$ cat src/rtl/chunked_adder.sv
// Multi-cycle adder/subtractor: CHUNK bits per clock, LSB slice first,
// with the inter-slice carry held in a register and a start/busy/done handshake.
module chunked_adder #(
    parameter int unsigned WIDTH = 16,
    parameter int unsigned CHUNK = 4
) (
    input  logic             clk,
    input  logic             rst,
    input  logic             start,
    input  logic [WIDTH-1:0] a,
    input  logic [WIDTH-1:0] b,
    input  logic             ci,
    input  logic             sub,
    output logic             busy,
    output logic             done,
    output logic [WIDTH-1:0] sum,
    output logic             co,
    output logic             ovf
);

    localparam int unsigned N     = WIDTH / CHUNK;
    localparam int unsigned IDX_W = (N > 1) ? $clog2(N) : 1;
    localparam int unsigned PW    = CHUNK + 1;
    localparam logic [IDX_W-1:0] LAST_IDX = IDX_W'(N - 1);

    typedef enum logic {
        IDLE = 1'b0,
        RUN  = 1'b1
    } state_t;

    state_t state_q, state_d;

    logic [WIDTH-1:0] a_q, b_q, res_q, res_c;
    logic             carry_q, sub_q;
    logic [IDX_W-1:0] idx_q;
    logic [CHUNK-1:0] a_s, b_s;
    logic [PW-1:0]    part;
    logic             c_msb, last;
    int unsigned      base;

    // State register
    always_ff @(posedge clk or posedge rst) begin
        if (rst) state_q <= IDLE;
        else     state_q <= state_d;
    end

    // Next-state logic
    always_comb begin
        state_d = state_q;
        case (state_q)
            IDLE:    if (start) state_d = RUN;
            RUN:     if (last)  state_d = IDLE;
            default: state_d = IDLE;
        endcase
    end

    // One slice of the ripple; carry into the slice MSB recovered from its sum bit
    always_comb begin
        base  = 32'(idx_q) * CHUNK;
        a_s   = a_q[base +: CHUNK];
        b_s   = b_q[base +: CHUNK];
        part  = PW'(a_s) + PW'(b_s) + PW'(carry_q);
        c_msb = part[CHUNK-1] ^ a_s[CHUNK-1] ^ b_s[CHUNK-1];
        res_c = res_q;
        res_c[base +: CHUNK] = part[CHUNK-1:0];
        last  = (idx_q == LAST_IDX);
    end

    // Operand capture, slice accumulation and registered outputs
    always_ff @(posedge clk or posedge rst) begin
        if (rst) begin
            a_q     <= '0;
            b_q     <= '0;
            res_q   <= '0;
            carry_q <= 1'b0;
            sub_q   <= 1'b0;
            idx_q   <= '0;
            busy    <= 1'b0;
            done    <= 1'b0;
            sum     <= '0;
            co      <= 1'b0;
            ovf     <= 1'b0;
        end else begin
            done <= 1'b0;
            busy <= (state_d == RUN);
            if (state_q == IDLE) begin
                if (start) begin
                    a_q     <= a;
                    b_q     <= sub ? ~b : b;
                    carry_q <= ci ^ sub;
                    sub_q   <= sub;
                    idx_q   <= '0;
                end
            end else begin
                res_q   <= res_c;
                carry_q <= part[CHUNK];
                idx_q   <= idx_q + IDX_W'(1);
                if (last) begin
                    sum  <= res_c;
                    co   <= part[CHUNK] ^ sub_q;
                    ovf  <= c_msb ^ part[CHUNK];
                    done <= 1'b1;
                end
            end
        end
    end

endmodule
$ cat config.mk
export PLATFORM = sky130hd
export DESIGN_NAME = chunked_adder
export DESIGN_NICKNAME = d
export VERILOG_FILES = /design/src/rtl/chunked_adder.sv
export SDC_FILE = /design/constraint.sdc
export NUM_CORES = 1
export LEC_CHECK = 0
export ABC_AREA = 1
export ABC_CLOCK_PERIOD_IN_PS = 2450
export CAP_MARGIN = 15
export CORE_MARGIN = 10
export CORE_UTILIZATION = 35
export DETAILED_ROUTE_END_ITERATION = 8
export GPL_TIMING_DRIVEN = 0
export PLACE_DENSITY_LB_ADDON = 0.1
export RECOVER_POWER = 50
export SYNTH_ARGS = -nofsm -noshare
export SYNTH_HDL_FRONTEND = slang
export SYNTH_SLANG_ARGS = --single-unit
$ cat constraint.sdc
create_clock -name clk -period 2.45 [get_ports clk]
set_input_delay 0.3675 -clock clk [delete_from_list [all_inputs] [get_ports clk]]
set_output_delay 0.3675 -clock clk [all_outputs]
set_load 0.03 [all_outputs]
==> results of run 1 <==
-- synth_stat cells --
| cell type | number |
|---|---|
| o22ai_1 | 12 |
| nand4_1 | 4 |
| xnor2_1 | 17 |
| fa_1 | 2 |
| nand3_2 | 3 |
| inv_4 | 1 |
| a21oi_1 | 2 |
| o31ai_1 | 1 |
| o21ai_0 | 40 |
| o32ai_1 | 2 |
| o21ai_2 | 2 |
| o21ai_1 | 1 |
| inv_1 | 26 |
| nand2_2 | 1 |
| ha_1 | 8 |
| buf_2 | 10 |
| dfrtp_1 | 69 |
| inv_2 | 4 |
| buf_6 | 4 |
| buf_4 | 3 |
| inv_6 | 1 |
| a31oi_1 | 1 |
| clkbuf_1 | 2 |
| nor2_8 | 1 |
| o211ai_1 | 1 |
| nor2_2 | 1 |
| nand2_1 | 175 |
| nor2_1 | 18 |
| nand3_1 | 15 |
-- worst paths after layout --
path | start | end | cells after the start
hold / removal | sub | b_q[7]$_DFFE_PP0P_ | 3
min in group asynchronous | rst | a_q[1]$_DFFE_PP0P_ | 2
setup reg to reg | idx_q[0]$_DFFE_PP0P_ | sum[9]$_DFFE_PP0P_ | 11
hold reg to reg | a_q[7]$_DFFE_PP0P_ | a_q[7]$_DFFE_PP0P_ | 2
max in group asynchronous | rst | res_q[11]$_DFFE_PP0P_ | 2
setup / recovery | idx_q[0]$_DFFE_PP0P_ | sum[9]$_DFFE_PP0P_ | 11
-- sequential cells by signal, summed over array words and instances, names as in the netlist --
register  count
a_q          16
res_q        13
busy          1
sum          16
co            1
done          1
ovf           1
sub_q         1
idx_q         2
b_q          16
carry_q       1
-- routing by layer --
| layer | global-route usage, % | wire length [um] |
|---|---|---|
| met5 | 0 | 0 |
| met4 | 4.07 | 118 |
| met3 | 3.94 | 387 |
| met2 | 21.8 | 4410 |
| met1 | 15.7 | 4080 |
-- power breakdown --
group          leakage, nW  internal [mW]  total, mW  switching [mW]
registers            0.892           1.62       1.88           0.264
logic                 1.27           2.03       4.82            2.80
clock network       0.0808          0.359      0.796           0.437
-- through the flow --
| stage | power, mW | setup WS, ns |
|---|---|---|
| CTS | 7.14 | -0.0391 |
| floorplan | 4.45 | 0.0217 |
| global placement | 5.52 | -0.939 |
| detailed placement | 5.56 | -0.391 |
| global route | 8.18 | -0.0886 |
| finish | 7.50 | 0.0103 |
-- kinds of logic after synthesis --
| kind of cell | synth area share (%) |
|---|---|
| AND/OR/NAND/NOR | 25.3 |
| flip-flops | 49.3 |
| AO/OA/AOI/OAI | 9.90 |
| buffers and inverters | 7.22 |
| XOR/XNOR | 4.25 |
| adder cells (fa/ha/maj) | 4.00 |
-- cell type report --
| type | instances | area [um2] | share of cell area (%) |
|---|---|---|---|
| Clock inverter | 7 | 42.5 | 0.899 |
| Multi-Input combinational cell | 307 | 1690 | 35.7 |
| Timing Repair Buffer | 71 | 687 | 14.5 |
| Clock buffer | 9 | 124 | 2.62 |
| Tap cell | 133 | 166 | 3.52 |
| Sequential cell | 69 | 1730 | 36.5 |
| Inverter | 32 | 138 | 2.91 |
| Buffer | 19 | 159 | 3.36 |
-- worst max-delay path: stages (launching register included) --
cell	delay, ns
dfrtp_1	0.38
buf_6	0.16
clkinv_8	0.07
buf_12	0.14
nor2_4	0.07
o22ai_2	0.10
fa_2	0.39
fa_2	0.57
inv_2	0.06
o32ai_4	0.27
nand2_1	0.09
nand2_1	0.06
-- cells in the final DEF (no fill, tap or decap), drive strengths merged --
cell / count
nand3: 18
nor2: 20
dlygate4sd3: 1
clkdlybuf4s50: 54
ha: 8
o31ai: 1
xnor2: 17
fa: 2
o22ai: 12
o21ai: 43
a31oi: 1
nand4: 4
dfrtp: 69
buf: 32
clkinv: 5
nand2: 176
a21oi: 2
clkinvlp: 3
clkbuf: 12
o32ai: 2
o211ai: 1
inv: 31
-- repair_timing --
| action | CTS | global route |
|---|---|---|
| endpoints found under the setup margin | 23 | 25 |
| buffers inserted | 13 | 3 |
| pin swaps | 17 | 15 |
| resized for setup | 30 | 27 |
| gates cloned | 0 | 0 |
==> results by group, run 1 <==
Clock tree
  • CTS tree: built
  • Root buf cell: clkbuf_8
  • TritonCTS Buffers: 9
  • Clk slew on worst S/H paths: 0.07 ns
  • CTS sink count: 69
  • H-tree depth: 3
  • Clock Path Buffers: 2
  • Clk Latency, worst-skew pair: 0.35 ns
  • CTS hold repair buffers: 0

Die
  • IO Count: 57
  • Die width: 120 um
  • Starting density of the core: 35.8%
  • Die footprint: 14400 um2
  • Core Rows: 36
  • Die height: 120 um
  • Core Area: slightly below 10000 um2

Synthesis
  • Cell count after synthesis: 427
  • Yosys warns: 0
  • Top cell type's share of synthesized area: 49.3%
  • Syn Area/Cell: 8.20 um2
  • Syn_nets: about 470
  • Number of synthesized register bits: 69
  • Area contributors post-synth: dfrtp_1, nand2_1, o21ai_0
  • Distinct cells, synth: 29
  • Synthesized cell area: 3500 um2
  • Top cell type by total area after synthesis: dfrtp_1
  • Post-synthesis sequential area ratio: 49.3%

Global routing
  • First-pass GRT wire length: 15400 um
  • Vias in the first global route: 3165
  • Initial antenna violation count: 0
  • Largest net degree at the start of global routing: 70
  • Grt total ovfl: 0
  • Total Routing Usage GR: between 10% and 20%

Route
  • Total Wirelength: roughly 9000 um
  • DR vias/cell: 4.61
  • DRC: 0
  • DR vias: around 3000
  • Initial drt markers: 199
  • TritonRoute pass-1 iters: 4
  • WL per Instance: between 10 and 15 um
  • Routed Antenna Nets: 0

Placed design
  • DP Wirelength: 6460 um
  • Area post-placement: 4220 um2
  • Final estimated routing congestion in global placement: 0.849
  • # placed instances: 615
  • IO buf count: between 50 and 60

Timing
  • Fin. max-slew vios: 0
  • Max Clock Skew: 0.00747 ns
  • Worst Tran Pin Value: between 1 and 1.5 ns
  • Final period util: 99.6%
  • Hold Fails Final Rpt: 0
  • Final Critical Period: 2.44 ns
  • Hold WS: 0.426 ns
  • Unrepaired setup endpoints after global routing: true
  • FMAX: between 0.4 and 0.5 GHz
  • Setup violations, final: 0
  • Aggregate negative setup slack: 0 ns
  • Max_slew headroom: 6.37%

Min path
  • Worst Hold Class: input port to flip-flop

Run status
  • Status: finished clean

Layout
  • Antenna diodes: 0
  • Filler instances: 1022
  • P&R area growth vs syn: 35.1%
  • Fin util: around half
  • Share of cells above drive strength 1: 17.5%
  • Design area: 4730 um2
  • Nets@finish: 556
  • Post-Layout Cell Count: 647

Setup path
  • Setup crit start kind: flip-flop
  • CP Capture Type: flip-flop
  • CP Max Fanout: 7
  • Crit path kind: flip-flop to flip-flop
  • Worst endpoint required time: 2.73 ns
  • Data arrival, critical path: roughly 2.7 ns
  • Reg2Reg Setup Slack: approximately 0.010 ns

Pwr
  • Power per standard cell area: 1580 nW/um2
  • VDD IR max: 0.698 mV
  • Leak: 2.24 nW

Flow run
  • Max_cap viols: 0
No activity file was read; power rests on OpenSTA's default activity.
==> inputs of run 2 (changes only) <==
--- a/config.mk
+++ b/config.mk
@@ -7,11 +7,11 @@
 export LEC_CHECK = 0
 export ABC_AREA = 1
 export ABC_CLOCK_PERIOD_IN_PS = 2450
-export CAP_MARGIN = 15
 export CORE_MARGIN = 10
-export CORE_UTILIZATION = 35
+export CORE_UTILIZATION = 48
 export DETAILED_ROUTE_END_ITERATION = 8
 export GPL_TIMING_DRIVEN = 0
+export MAX_ROUTING_LAYER = met4
 export PLACE_DENSITY_LB_ADDON = 0.1
 export RECOVER_POWER = 50
 export SYNTH_ARGS = -nofsm -noshare
==> run 2 against run 1 <==
Routed wire length down 0.70%. Total power grew 5.3%. Die area fell by 23%. Critical endpoint is now ovf$_DFFE_PP0P_. Largest cell class unchanged. Largest power group unchanged. Highest routed layer unchanged.
==> results by group, run 2 (same netlist as run 1, synthesis figures left out) <==
Run status
  • Status: finished clean

Global routing
  • Vias in the first global route: 3141 (-0.76%)
  • First-pass GRT wire length: 14700 um (-4.5%)
  • Grt total ovfl: 0 (unchanged)
  • Largest net degree at the start of global routing: 70 (unchanged)
  • Initial antenna violation count: 0 (unchanged)
  • Total Routing Usage GR: 16.5% (+3.5 points)

Layout
  • Post-Layout Cell Count: 611 (-5.6%)
  • Fin util: 66.1% (+18 points)
  • P&R area growth vs syn: 35.3%
  • Commonest non-fill, non-tap cell in the layout: nand2_1
  • Share of cells above drive strength 1: 17.8% (+0.26 points)
  • Filler instances: 597 (-42%)
  • Antenna diodes: 0 (unchanged)
  • Regs by FF count: a_q (16), b_q (16), sum (16)
  • Nets@finish: 554 (-0.36%)
  • Commonest cells after routing, fill and taps aside: nand2_1, dfrtp_1, clkdlybuf4s50_1

Route
  • DR vias: 3055 (+2.4%)
  • Total Wirelength: 8930 um (-0.70%)
  • DR vias/cell: 5.00 (+8.4%)
  • TritonRoute pass-1 iters: 4 (unchanged)
  • Routed Antenna Nets: 0 (unchanged)
  • Initial drt markers: 173 (-13%)
  • DRC: 0 (unchanged)
  • WL per Instance: 14.6 um (+5.2%)

Clock tree
  • CTS tree: built
  • CTS hold repair buffers: 0 (unchanged)
  • H-tree depth: 3 (unchanged)
  • TritonCTS Buffers: 9 (unchanged)
  • Clock Path Buffers: 2 (unchanged)
  • CTS sink count: 69 (unchanged)
  • Clk slew on worst S/H paths: 0.07 ns (about the same)
  • Clk Latency, worst-skew pair: 0.36 ns (about the same)
  • Root buf cell: clkbuf_8

Placed design
  • DP Wirelength: 6250 um (-3.3%)
  • # placed instances: 581 (-5.5%)
  • Final estimated routing congestion in global placement: 0.915 (+7.8%)
  • IO buf count: 55 (unchanged)

Pwr
  • VDD IR max: 0.851 mV (+22%)
  • Leak: 2.27 nW (+1.4%)
  • Tot Pwr: 7.90 mW (+5.3%)
  • Power per standard cell area: 1670 nW/um2 (+5.2%)

Timing
  • Unrepaired setup endpoints after global routing: true
  • Worst Tran Pin Value: 0.837 ns (-0.565 ns)
  • Final Critical Period: 2.45 ns (+0.0103 ns)
  • Setup violations, final: 0 (unchanged)
  • Max Clock Skew: 0.0131 ns (+0.00568 ns)
  • Hold Fails Final Rpt: 0 (unchanged)
  • Max_slew headroom: 44.2% (+38 points)
  • Final period util: 100% (+0.42 points)
  • Hold WS: 0.425 ns (-0.00105 ns)
  • FMAX: 0.408 GHz (-0.42%)
  • Fin. max-slew vios: 0 (unchanged)

Setup path
  • Setup crit start kind: flip-flop
  • CP Capture Type: flip-flop
  • Worst endpoint required time: 2.69 ns (-0.04 ns)
  • Reg2Reg Setup Slack: 0.00005 ns (about the same)
  • CP Max Fanout: 10 (+3)
  • Data arrival, critical path: 2.69 ns (-0.03 ns)
  • Crit path kind: flip-flop to flip-flop

Die
  • Die width: 105 um (-12%)
  • IO Count: 57 (unchanged)
  • Die height: 105 um (-12%)
  • Core Rows: 31 (-14%)
  • Die footprint: 11100 um2 (-23%)
  • Starting density of the core: 48.8% (+13 points)
  • Core Area: 7180 um2 (-27%)

Flow run
  • Max_cap viols: 0 (unchanged)

Min path
  • Worst Hold Class: input port to flip-flop
==> run 2: cell count changes in the layout (fill, tap and decap cells not counted), sizes merged <==
cell	delta
buf	-1
bufinv	+3
clkdlybuf4s50	+1
clkinv	-3
clkinvlp	-2
dlygate4sd3	-1
inv	+1
==> run 2: area by class of cell <==
| type | instances | area [um2] | area share, % |
|---|---|---|---|
| buffer | 19 | 155 | 3.27 |
| clock buffer | 10 | 128 | 2.69 |
| clock inverter | 6 | 111 | 2.35 |
| inverter | 32 | 133 | 2.80 |
| multi-input combinational | 307 | 1700 | 35.9 |
| sequential | 69 | 1730 | 36.4 |
| tap | 99 | 124 | 2.61 |
| timing repair buffer | 69 | 659 | 13.9 |
==> run 2: timing repair <==
item                                    4_1_cts  5_1_grt
resized for setup                            25       27
buffers inserted                             11        3
pin swaps                                    13        5
endpoints found under the setup margin       22       22
hold endpoints to repair                      0        0
==> run 2: final timing paths <==
path / from / to / depth (start not counted)
worst min-delay path: sub / b_q[7]$_DFFE_PP0P_ / 3
worst min register to register: sum[11]$_DFFE_PP0P_ / sum[11]$_DFFE_PP0P_ / 2
min in group asynchronous: rst / sum[5]$_DFFE_PP0P_ / 2
worst max register to register: idx_q[0]$_DFFE_PP0P_ / ovf$_DFFE_PP0P_ / 15
worst max-delay path: idx_q[0]$_DFFE_PP0P_ / ovf$_DFFE_PP0P_ / 15
max in group asynchronous: rst / sub_q$_DFFE_PP0P_ / 2
==> run 2: report_power, final <==
group          total, mW  switching, mW  leakage [nW]  internal (mW)
combinational       4.89           2.85          1.26           2.04
sequential          1.88          0.264         0.892           1.62
clock               1.13          0.451         0.116          0.676
==> run 2: worst max-delay path, stage by stage (launching register included) <==
cell and delay, ns:
dfrtp_1 0.38, buf_6 0.15, inv_6 0.07, buf_8 0.14, nor2_2 0.09, o22ai_2 0.11, fa_2 0.39, fa_2 0.42
nand3_2 0.12, nand3_4 0.10, inv_4 0.08, nand3_2 0.06, nand2_1 0.06, nand2_1 0.04, nand3_1 0.07, nand2_1 0.05
==> run 2: routing by layer <==
| layer | GRT usage, % | wire length, um |
|---|---|---|
| met2 | 26.9 | 4630 |
| met5 | - | 0 |
| met3 | 3.11 | 332 |
| met4 | 8.04 | 91 |
| met1 | 19.3 | 3880 |
==> run 2: stage by stage <==
| stage | setup TNS, ns | worst slack [ns] | instance area (um2) |
|---|---|---|---|
| final | 0 | 0.0000471 | 4740 |
| after global routing | -0.528 | -0.0883 | 4740 |
| after CTS | -0.0387 | -0.0346 | 4600 |
| after detailed placement | -3.33 | -0.354 | 4180 |
| after global placement | -60.47 | -0.841 | 4180 |
| after floorplan | 0 | 0.0217 | 3500 |
